==> src/rtl/mac_alu_if.sv <==
// Bus between the read-side controller/IMEM and the mac_alu engine.
interface mac_alu_if #(
  parameter int DATA_W = 8,
  parameter int COEF_W = 8,
  parameter int TAPS   = 8,
  parameter int OUT_W  = 16
);
  localparam int AW = $clog2(TAPS);

  logic              start_mac;
  logic [AW-1:0]     sample_addr;
  logic [DATA_W-1:0] sample_data;
  logic              coef_we;
  logic [AW-1:0]     coef_addr;
  logic [COEF_W-1:0] coef_wdata;
  logic              busy;
  logic              mac_done;
  logic [OUT_W-1:0]  mac_result;
  logic              result_valid;
  logic              sat_flag;

  modport master (
    output start_mac, sample_data, coef_we, coef_addr, coef_wdata,
    input  sample_addr, busy, mac_done, mac_result, result_valid, sat_flag
  );

  modport slave (
    input  start_mac, sample_data, coef_we, coef_addr, coef_wdata,
    output sample_addr, busy, mac_done, mac_result, result_valid, sat_flag
  );
endinterface

==> src/rtl/mac_alu.sv <==
// Sequential signed MAC over TAPS IMEM entries with local coefficients.
// Optional macro MAC_SAT_EN: saturate result to signed OUT_W and report sat_flag.
module mac_alu #(
  parameter int DATA_W = 8,
  parameter int COEF_W = 8,
  parameter int TAPS   = 8,
  parameter int OUT_W  = 16,
  parameter int ACC_W  = DATA_W + COEF_W + $clog2(TAPS)
) (
  input logic    clk,
  input logic    reset,
  mac_alu_if.slave bus
);
  localparam int AW     = $clog2(TAPS);
  localparam int PROD_W = DATA_W + COEF_W;

  typedef enum logic [1:0] {IDLE, RUN, DONE} state_t;

  state_t state_q, state_d;

  logic signed [COEF_W-1:0] coef [TAPS];
  logic signed [ACC_W-1:0]  acc_q, acc_d;
  logic signed [PROD_W-1:0] prod;
  logic [AW-1:0]            addr_q;
  logic [OUT_W-1:0]         res_q, res_d;
  logic                     sat_q, sat_d, valid_q;
  logic                     last;

  assign last = (addr_q == AW'(TAPS - 1));
  assign prod = $signed(bus.sample_data) * coef[addr_q];
  assign acc_d = acc_q + {{(ACC_W-PROD_W){prod[PROD_W-1]}}, prod};

`ifdef MAC_SAT_EN
  localparam int EXT_W = ((ACC_W > OUT_W) ? ACC_W : OUT_W) + 1;
  logic [EXT_W-1:0]       acc_ext;
  logic [EXT_W-OUT_W:0]   hi;
  always_comb begin
    acc_ext = {{(EXT_W-ACC_W){acc_d[ACC_W-1]}}, acc_d};
    hi      = acc_ext[EXT_W-1:OUT_W-1];
    res_d   = acc_ext[OUT_W-1:0];
    sat_d   = 1'b0;
    // Value fits only if every bit above the OUT_W sign bit copies it.
    if (!(&hi || ~|hi)) begin
      sat_d = 1'b1;
      res_d = acc_ext[EXT_W-1] ? {1'b1, {(OUT_W-1){1'b0}}} : {1'b0, {(OUT_W-1){1'b1}}};
    end
  end
`else
  assign res_d = OUT_W'(acc_d);
  assign sat_d = 1'b0;
`endif

  always_ff @(posedge clk) begin
    if (reset) state_q <= IDLE;
    else       state_q <= state_d;
  end

  always_comb begin
    state_d      = state_q;
    bus.busy     = 1'b0;
    bus.mac_done = 1'b0;
    case (state_q)
      IDLE: if (bus.start_mac) state_d = RUN;
      RUN: begin
        bus.busy = 1'b1;
        if (last) state_d = DONE;
      end
      DONE: begin
        bus.mac_done = 1'b1;
        state_d      = IDLE;
      end
      default: state_d = IDLE;
    endcase
  end

  // The result is captured on the edge that enters DONE so it is visible
  // in the same cycle as the mac_done pulse.
  always_ff @(posedge clk) begin
    if (reset) begin
      acc_q   <= '0;
      addr_q  <= '0;
      res_q   <= '0;
      sat_q   <= 1'b0;
      valid_q <= 1'b0;
      for (int i = 0; i < TAPS; i++) coef[i] <= '0;
    end else begin
      case (state_q)
        IDLE: begin
          if (bus.coef_we) coef[bus.coef_addr] <= bus.coef_wdata;
          if (bus.start_mac) begin
            acc_q   <= '0;
            addr_q  <= '0;
            valid_q <= 1'b0;
          end
        end
        RUN: begin
          acc_q <= acc_d;
          if (last) begin
            res_q   <= res_d;
            sat_q   <= sat_d;
            valid_q <= 1'b1;
            addr_q  <= '0;
          end else begin
            addr_q <= addr_q + AW'(1);
          end
        end
        default: addr_q <= '0;
      endcase
    end
  end

  assign bus.sample_addr  = addr_q;
  assign bus.mac_result   = res_q;
  assign bus.sat_flag     = sat_q;
  assign bus.result_valid = valid_q;
endmodule
==> src/flat_wrapper.sv <==
// flat-port wrapper written by rule: the top's interface ports become plain ports
module mac_alu_flat 
#(
  parameter int DATA_W = 8,
  parameter int COEF_W = 8,
  parameter int TAPS   = 8,
  parameter int OUT_W  = 16,
  parameter int ACC_W  = DATA_W + COEF_W + $clog2(TAPS)
)
  (clk, reset, bus_start_mac, bus_sample_data, bus_coef_we, bus_coef_addr, bus_coef_wdata, bus_sample_addr, bus_busy, bus_mac_done, bus_mac_result, bus_result_valid, bus_sat_flag);
  mac_alu_if #(.DATA_W(DATA_W), .COEF_W(COEF_W), .TAPS(TAPS), .OUT_W(OUT_W)) bus_i ();
  input logic clk;
  input logic reset;
  input wire logic [$bits(bus_i.start_mac)-1:0] bus_start_mac;
  input wire logic [$bits(bus_i.sample_data)-1:0] bus_sample_data;
  input wire logic [$bits(bus_i.coef_we)-1:0] bus_coef_we;
  input wire logic [$bits(bus_i.coef_addr)-1:0] bus_coef_addr;
  input wire logic [$bits(bus_i.coef_wdata)-1:0] bus_coef_wdata;
  output wire logic [$bits(bus_i.sample_addr)-1:0] bus_sample_addr;
  output wire logic [$bits(bus_i.busy)-1:0] bus_busy;
  output wire logic [$bits(bus_i.mac_done)-1:0] bus_mac_done;
  output wire logic [$bits(bus_i.mac_result)-1:0] bus_mac_result;
  output wire logic [$bits(bus_i.result_valid)-1:0] bus_result_valid;
  output wire logic [$bits(bus_i.sat_flag)-1:0] bus_sat_flag;
  assign bus_i.start_mac = bus_start_mac;
  assign bus_i.sample_data = bus_sample_data;
  assign bus_i.coef_we = bus_coef_we;
  assign bus_i.coef_addr = bus_coef_addr;
  assign bus_i.coef_wdata = bus_coef_wdata;
  assign bus_sample_addr = bus_i.sample_addr;
  assign bus_busy = bus_i.busy;
  assign bus_mac_done = bus_i.mac_done;
  assign bus_mac_result = bus_i.mac_result;
  assign bus_result_valid = bus_i.result_valid;
  assign bus_sat_flag = bus_i.sat_flag;
  mac_alu #(.DATA_W(DATA_W), .COEF_W(COEF_W), .TAPS(TAPS), .OUT_W(OUT_W), .ACC_W(ACC_W)) u_core (.clk(clk), .reset(reset), .bus(bus_i));
endmodule
==> config.mk <==
export PLATFORM = sky130hd
export DESIGN_NAME = mac_alu_flat
export DESIGN_NICKNAME = d
export VERILOG_FILES = /design/src/rtl/mac_alu_if.sv /design/src/rtl/mac_alu.sv /design/src/flat_wrapper.sv
export SDC_FILE = /design/constraint.sdc
export NUM_CORES = 1
export LEC_CHECK = 0
export CAP_MARGIN = 10
export CORE_MARGIN = 4
export CORE_UTILIZATION = 44
export CTS_CLUSTER_DIAMETER = 50
export DETAILED_ROUTE_END_ITERATION = 8
export GPL_ROUTABILITY_DRIVEN = 0
export HOLD_SLACK_MARGIN = 0.03
export PLACE_DENSITY = 0.64
export SKIP_CTS_REPAIR_TIMING = 1
export SYNTH_ARGS = -nofsm -noshare
export SYNTH_HDL_FRONTEND = slang
export SYNTH_SLANG_ARGS = --single-unit
==> constraint.sdc <==
create_clock -name clk -period 6.5 [get_ports clk]
set_clock_uncertainty 0.1 [all_clocks]
set_input_delay 1.3 -clock clk [delete_from_list [all_inputs] [get_ports clk]]
set_output_delay 1.3 -clock clk [all_outputs]
set_load 0.01 [all_outputs]
==> impl_metrics.toml, run 1 <==
[outcome]
outcome = "finished, violations left"
violations = "setup timing"

[power]
ir_drop_mv = 0.314
power.leakage_nw = 4.14
p_seq_share_pct = 19.2
p_clk_share_pct = 13.8
pwr_density_cell_nw_per_um2 = 416
internal-power_w = 0.00243
power_frac_comb_pct = 67.0
p_switching_w = 0.00160
switching_share_pct = 39.6

[global_routing]
grt_max_degree = 48
grt_use_total_pct = 18.0
grt_pass1_wl_um = 28700
antenna_found_initial = 0
grt_pass1_vias = 5685
overflow = 0

[layout]
seq_area_sq_um = 2750
fill_cells = 1382
area_growth_syn_to_layout_pct = 28.0
drive_above_1_share_pct = 24.2
n_antenna_cell = 0
final_core_util_pct = 58.1
fin_nets = 979
multi_input_comb_area_sq_um = 4710

[floorplanning]
rows = 47
die_h_um = 139
core_area_sq_um = 16700
fp.dieW_um = 139
ioPinCount = 46
dieArea_sq_um = 19400
initial_utilization_pct = 45.4

[synth]
ys_types = 54
netlist_top_cells_area = "edfxtp_1, fa_1, dfxtp_1"
synth-main-ff-cell = "edfxtp_1"
post-synth-top-area-cell = "edfxtp_1"
avgSynthCellArea_sq_um = 10.6
yosysMostFrequentCell = "inv_1"
synth_edf_count = 64
yosysTopAreaCellShare_pct = 25.4
synthCells = 716
yosysWarnings = 0
synth_area_sq_um = 7580
synthArstFlopShare_pct = 0
ys_ff_latch = 105
seq_area_frac_synth_pct = 36.2
synth_fp_nets = 841
ys_top_cells_by_count = "inv_1, and2_1, edfxtp_1, fa_1, ha_1"

[worst_setup_path]
critPathKind = "in2reg"
cp-start-kind = "input port"
cp_max_fo = 4
path_cells = "clkdlybuf4s50_1 > buf_4 > nor2b_2 > fa_1 > fa_2 > fa_1 > inv_1 > fa_1 > inv_1 > ha_4 > a21oi_4 > o21ai_2 > a21o_1 > a21oi_2 > xnor2_1 > ha_1 > a21o_1 > a21oi_2 > o21ai_2 > a21oi_2 > o21ai_2 > or4_1 > nand3_1"
path_delay_family = "adder cells"
cpPeakStageDelay_ns = 0.55
worst_ep_required_time_ns = 6.69
cpMaxStageDelayCell = "fa_1"
critPathBufInv = 4
end_kind = "register"
critical_path_arrival_ns = 6.69

[timing]
fin_setup_tns_ns = -0.00509
finalHoldViolations = 0
setup_viol = 1
max-slew-margin-rel_pct = 52.8
layout_min_cycle_time_ns = 6.51
timing.final.ws_setup_ns = -0.00509
rsz0062_at_grt = "true"
tightest_slew_ns = 0.707
slew_violations = 0
min_period_over_period_pct = 100
max_freq_ghz = 0.154

[flow_run]
max_cap_violations = 0

[route]
vias = 5567
drtAntennaViolNets = 0
drc = 0
first_iter_violations = 389
drt_wl_total_um = 17700
wire_per_inst_um = 16.4
viasPerCell = 5.16
drt_pre_antenna_iters = 4

[clock_network]
cts-buffers-inserted = 9
clkLatencyLatePin_ns = 0.34
clk_path_buf_depth = 2
cts-root-buf = "clkbuf_16"
h-tree-depth = 3
cts_sinks = 105
cts_tree = "yes"
clk_pin_slew_ns = 0.07

[hold_path]
hold_class = "reg2reg"

[placement]
dpl.hpwl_um = 13300
port_buffers = 44
-- logic make-up (layout without fill, tap and decap cells) --
family                   count (synthesis)  after routing  share of synthesized area (%)
adder cells (fa/ha/maj)                102            102                           22.4
flip-flops                             105            105                           36.2
XOR/XNOR                                29             29                           3.35
AND/OR/NAND/NOR                        252            252                           18.6
buffers and inverters                  114            257                           5.86
multiplexers                            26             26                           6.11
AO/OA/AOI/OAI                           87             87                           7.43
other                                    1              1                         0.0495
-- worst paths after layout --
path / from / slack [ns] / to / cells past startpoint
setup / recovery: bus_sample_data[2] / -0.005 / u_core.bus.mac_result[15] / 23
hold / removal: u_core.bus.mac_result[12] / 0.36 / u_core.bus.mac_result[12] / 2
setup reg to reg: register / -0.005 / u_core.bus.mac_result[15] / 30
hold reg to reg: u_core.bus.mac_result[12] / 0.36 / u_core.bus.mac_result[12] / 2
-- power groups by stage --
stage / logic [W] / clock network [W] / registers, W
2_1_floorplan: 0.00142 / 0 / 0.000775
3_3_place_gp: 0.00219 / 0 / 0.000784
3_5_place_dp: 0.00222 / 0 / 0.000786
4_1_cts: 0.00225 / 0.000566 / 0.000771
5_1_grt: 0.00295 / 0.000597 / 0.000777
6_report: 0.00270 / 0.000558 / 0.000773
-- sequential cells by signal, indices dropped and copies added, names as in the netlist, named ones only --
name                     flops
u_core.bus.result_valid      1
u_core.bus.sample_addr       3
u_core.state_q               2
u_core.bus.mac_result       16
u_core.coef                 64
u_core.acc_q                16
-- worst reg2reg max path, delay by kind of cell (launching register included) --
family	cells	cell delay (ns)
AND/OR/NAND/NOR	3	0.72
flip-flops	1	0.36
adder cells (fa/ha/maj)	6	2.47
buffers and inverters	8	0.83
XOR/XNOR	1	0.13
multiplexers	2	0.46
AO/OA/AOI/OAI	10	1.38
-- layer usage --
| layer | vias to the layer above | global-route usage [%] | wire length (um) |
|---|---|---|---|
| li1 | 2668 | - | - |
| met3 | 18 | 2.47 | 663 |
| met1 | 2751 | 25.2 | 8070 |
| met5 | - | 0 | 0 |
| met4 | 0 | 4.58 | 163 |
| met2 | 130 | 29.8 | 8820 |
-- layout make-up --
cell class                      instances  area share [%]
Timing Repair Buffer                  147            13.5
Sequential cell                       105            28.3
Clock inverter                          7           0.787
Clock buffer                            9            2.32
Multi-Input combinational cell        497            48.6
Inverter                               94            3.64
Tap cell                              220            2.84
-- through the flow --
step	instance area, sq um	hold WS, ns	setup slack, ns	power, W	std cells
final	9700	0.357	-0.00509	0.00403	1079
after global routing	9700	0.377	-0.224	0.00433	1079
after CTS	9210	0.358	-0.319	0.00358	1062
after detailed placement	8910	0.348	-0.631	0.00301	1046
after global placement	8910	0.344	-0.538	0.00298	1046
after floorplan	7620	0.327	0.00312	0.00220	716
-- cells in the final DEF, fill, tap and decap left out, drive strengths merged, types with 34 or more instances in the layout --
| cell | n |
|---|---|
| nand2 | 42 |
| a21oi | 34 |
| ha | 46 |
| nor2 | 35 |
| buf | 102 |
| inv | 96 |
| edfxtp | 64 |
| dfxtp | 41 |
| and2 | 74 |
| fa | 56 |
| nor2b | 38 |
| clkdlybuf4s50 | 43 |
No activity file was read; power rests on OpenSTA's default activity.
==> run 2, diff against run 1 <==
- SLEW_MARGIN: default -> 20
==> results of run 2 <==
Final layout, timing and power as in run 1 (identical DEF).
==> run 3, diff against run 2 <==
- CORE_UTILIZATION: 44 -> 55
- MAX_ROUTING_LAYER: default -> met4
- PLACE_DENSITY: 0.64 -> 0.78
==> impl_metrics.toml, run 3 (synthesis results as in run 1) <==
[outcome]
outcome = "completed"

[global_routing]
grt_pass1_wl_um = 29900
grt_use_total_pct = 24.1
grt_pass1_vias = 6004
grt_max_degree = 47
overflow = 0
antenna_found_initial = 0

[layout]
largest-register = "u_core.coef"
area_growth_syn_to_layout_pct = 27.4
largest_register_ffs = 64
fin_nets = 972
n_antenna_cell = 0
instances_no_fill = 1028
fin_area_sq_um = 9650
drive_above_1_share_pct = 24.2
mostFrequentLayoutCells = "inv_1, buf_4, and2_1"
final_core_util_pct = 72.3
final_common_cell = "inv_1"

[route]
drt_wl_total_um = 18800
drc = 0
first_iter_violations = 539
drt_pre_antenna_iters = 5
vias = 5799
drtAntennaViolNets = 0
viasPerCell = 5.64
wire_per_inst_um = 18.3

[clock_network]
cts-root-buf = "clkbuf_16"
clkLatencyLatePin_ns = 0.35
cts_tree = "yes"
cts_sinks = 105
cts-buffers-inserted = 9
clk_path_buf_depth = 2
clk_pin_slew_ns = 0.07
h-tree-depth = 3

[floorplanning]
core_area_sq_um = 13300
ioPinCount = 46
rows = 42
fp.dieW_um = 125
dieArea_sq_um = 15700
initial_utilization_pct = 56.8
die_h_um = 125

[power]
power.leakage_nw = 4.16
power_w = 0.00418
pwr_density_cell_nw_per_um2 = 433
ir_drop_mv = 0.338

[timing]
tightest_slew_ns = 0.648
slew_violations = 0
layout_min_cycle_time_ns = 6.46
max_freq_ghz = 0.155
rsz0062_at_grt = "true"
finalHoldViolations = 0
max-slew-margin-rel_pct = 56.7
min_period_over_period_pct = 99.4
setup_viol = 0

[worst_setup_path]
critPathKind = "reg2reg"
cpMaxStageDelayCell = "fa_1"
reg2regPathDepth = 28
crit_cells = 28
end_kind = "register"
critPathBufInv = 7
path_delay_family = "adder cells"
cp-start-kind = "register"
cpPeakStageDelay_ns = 0.55
worst_ep_required_time_ns = 6.69
critical_path_arrival_ns = 6.65
cp_max_fo = 6
cp_common_cell = "fa_1"

[hold_path]
hold_class = "reg2reg"
holdPathStages = 2
min_from = "u_core.bus.mac_result[3]"

[placement]
place_inst = 1000
place_area_sq_um = 8850
dpl.hpwl_um = 13400
port_buffers = 44

[flow_run]
max_cap_violations = 0
run 3: changes by cell type in the layout (fill, tap and decap cells not counted), moves of 3 or more:
cell and change:
buf_4 -7, mux2i_1 +4, clkdlybuf4s50_1 -4, inv_2 +4, inv_1 -4, mux2i_2 -3, clkbuf_1 +3, dlymetal6s2s_1 +4
run 3: final cells by class:
cell class / instances / area [sq um]
clock inverter: 4 / 98.8
multi-input combinational: 497 / 4740
clock buffer: 12 / 236
timing repair buffer: 140 / 1260
tap: 176 / 220
inverter: 94 / 353
sequential: 105 / 2750
fill: 921 / 3690
run 3: worst paths after layout:
check / endpoint / slack (ns)
worst min register to register: u_core.bus.mac_result[3] / 0.36
worst max register to register: u_core.bus.mac_result[15] / 0.04
worst max-delay path: u_core.bus.mac_result[15] / 0.04
worst min-delay path: u_core.bus.mac_result[3] / 0.36
run 3: worst register-to-register path: cells and delay by family (launching register included):
kind,cells,cell delay (ns)
buf+inv,7,0.76
flops,1,0.39
mux,2,0.69
xor+xnor,1,0.16
compound gates,10,1.32
simple gates,2,0.51
fa+ha+maj,6,2.48
run 3: layer usage:
layer	vias up	track usage [%]	part of all wire, %
li1	2660	-	-
met1	2895	31.2	40
met2	212	39.9	52
met3	32	3.88	6.2
met4	0	6.19	2.0
met5	-	-	0
run 3: metrics by stage:
step	worst slack [ns]	hold WS (ns)	TNS, ns
final	0.0399	0.362	0
after global routing	-0.162	0.379	-0.807
after CTS	-0.279	0.363	-1.78
after detailed placement	-0.549	0.350	-5.18
after global placement	-0.507	0.342	-4.72
after floorplan	0.00312	0.327	0
run 3: power by group:
group	internal, W	switching, W
Sequential	0.000748	0.0000265
Combinational	0.00137	0.00141
Clock	0.000379	0.000240
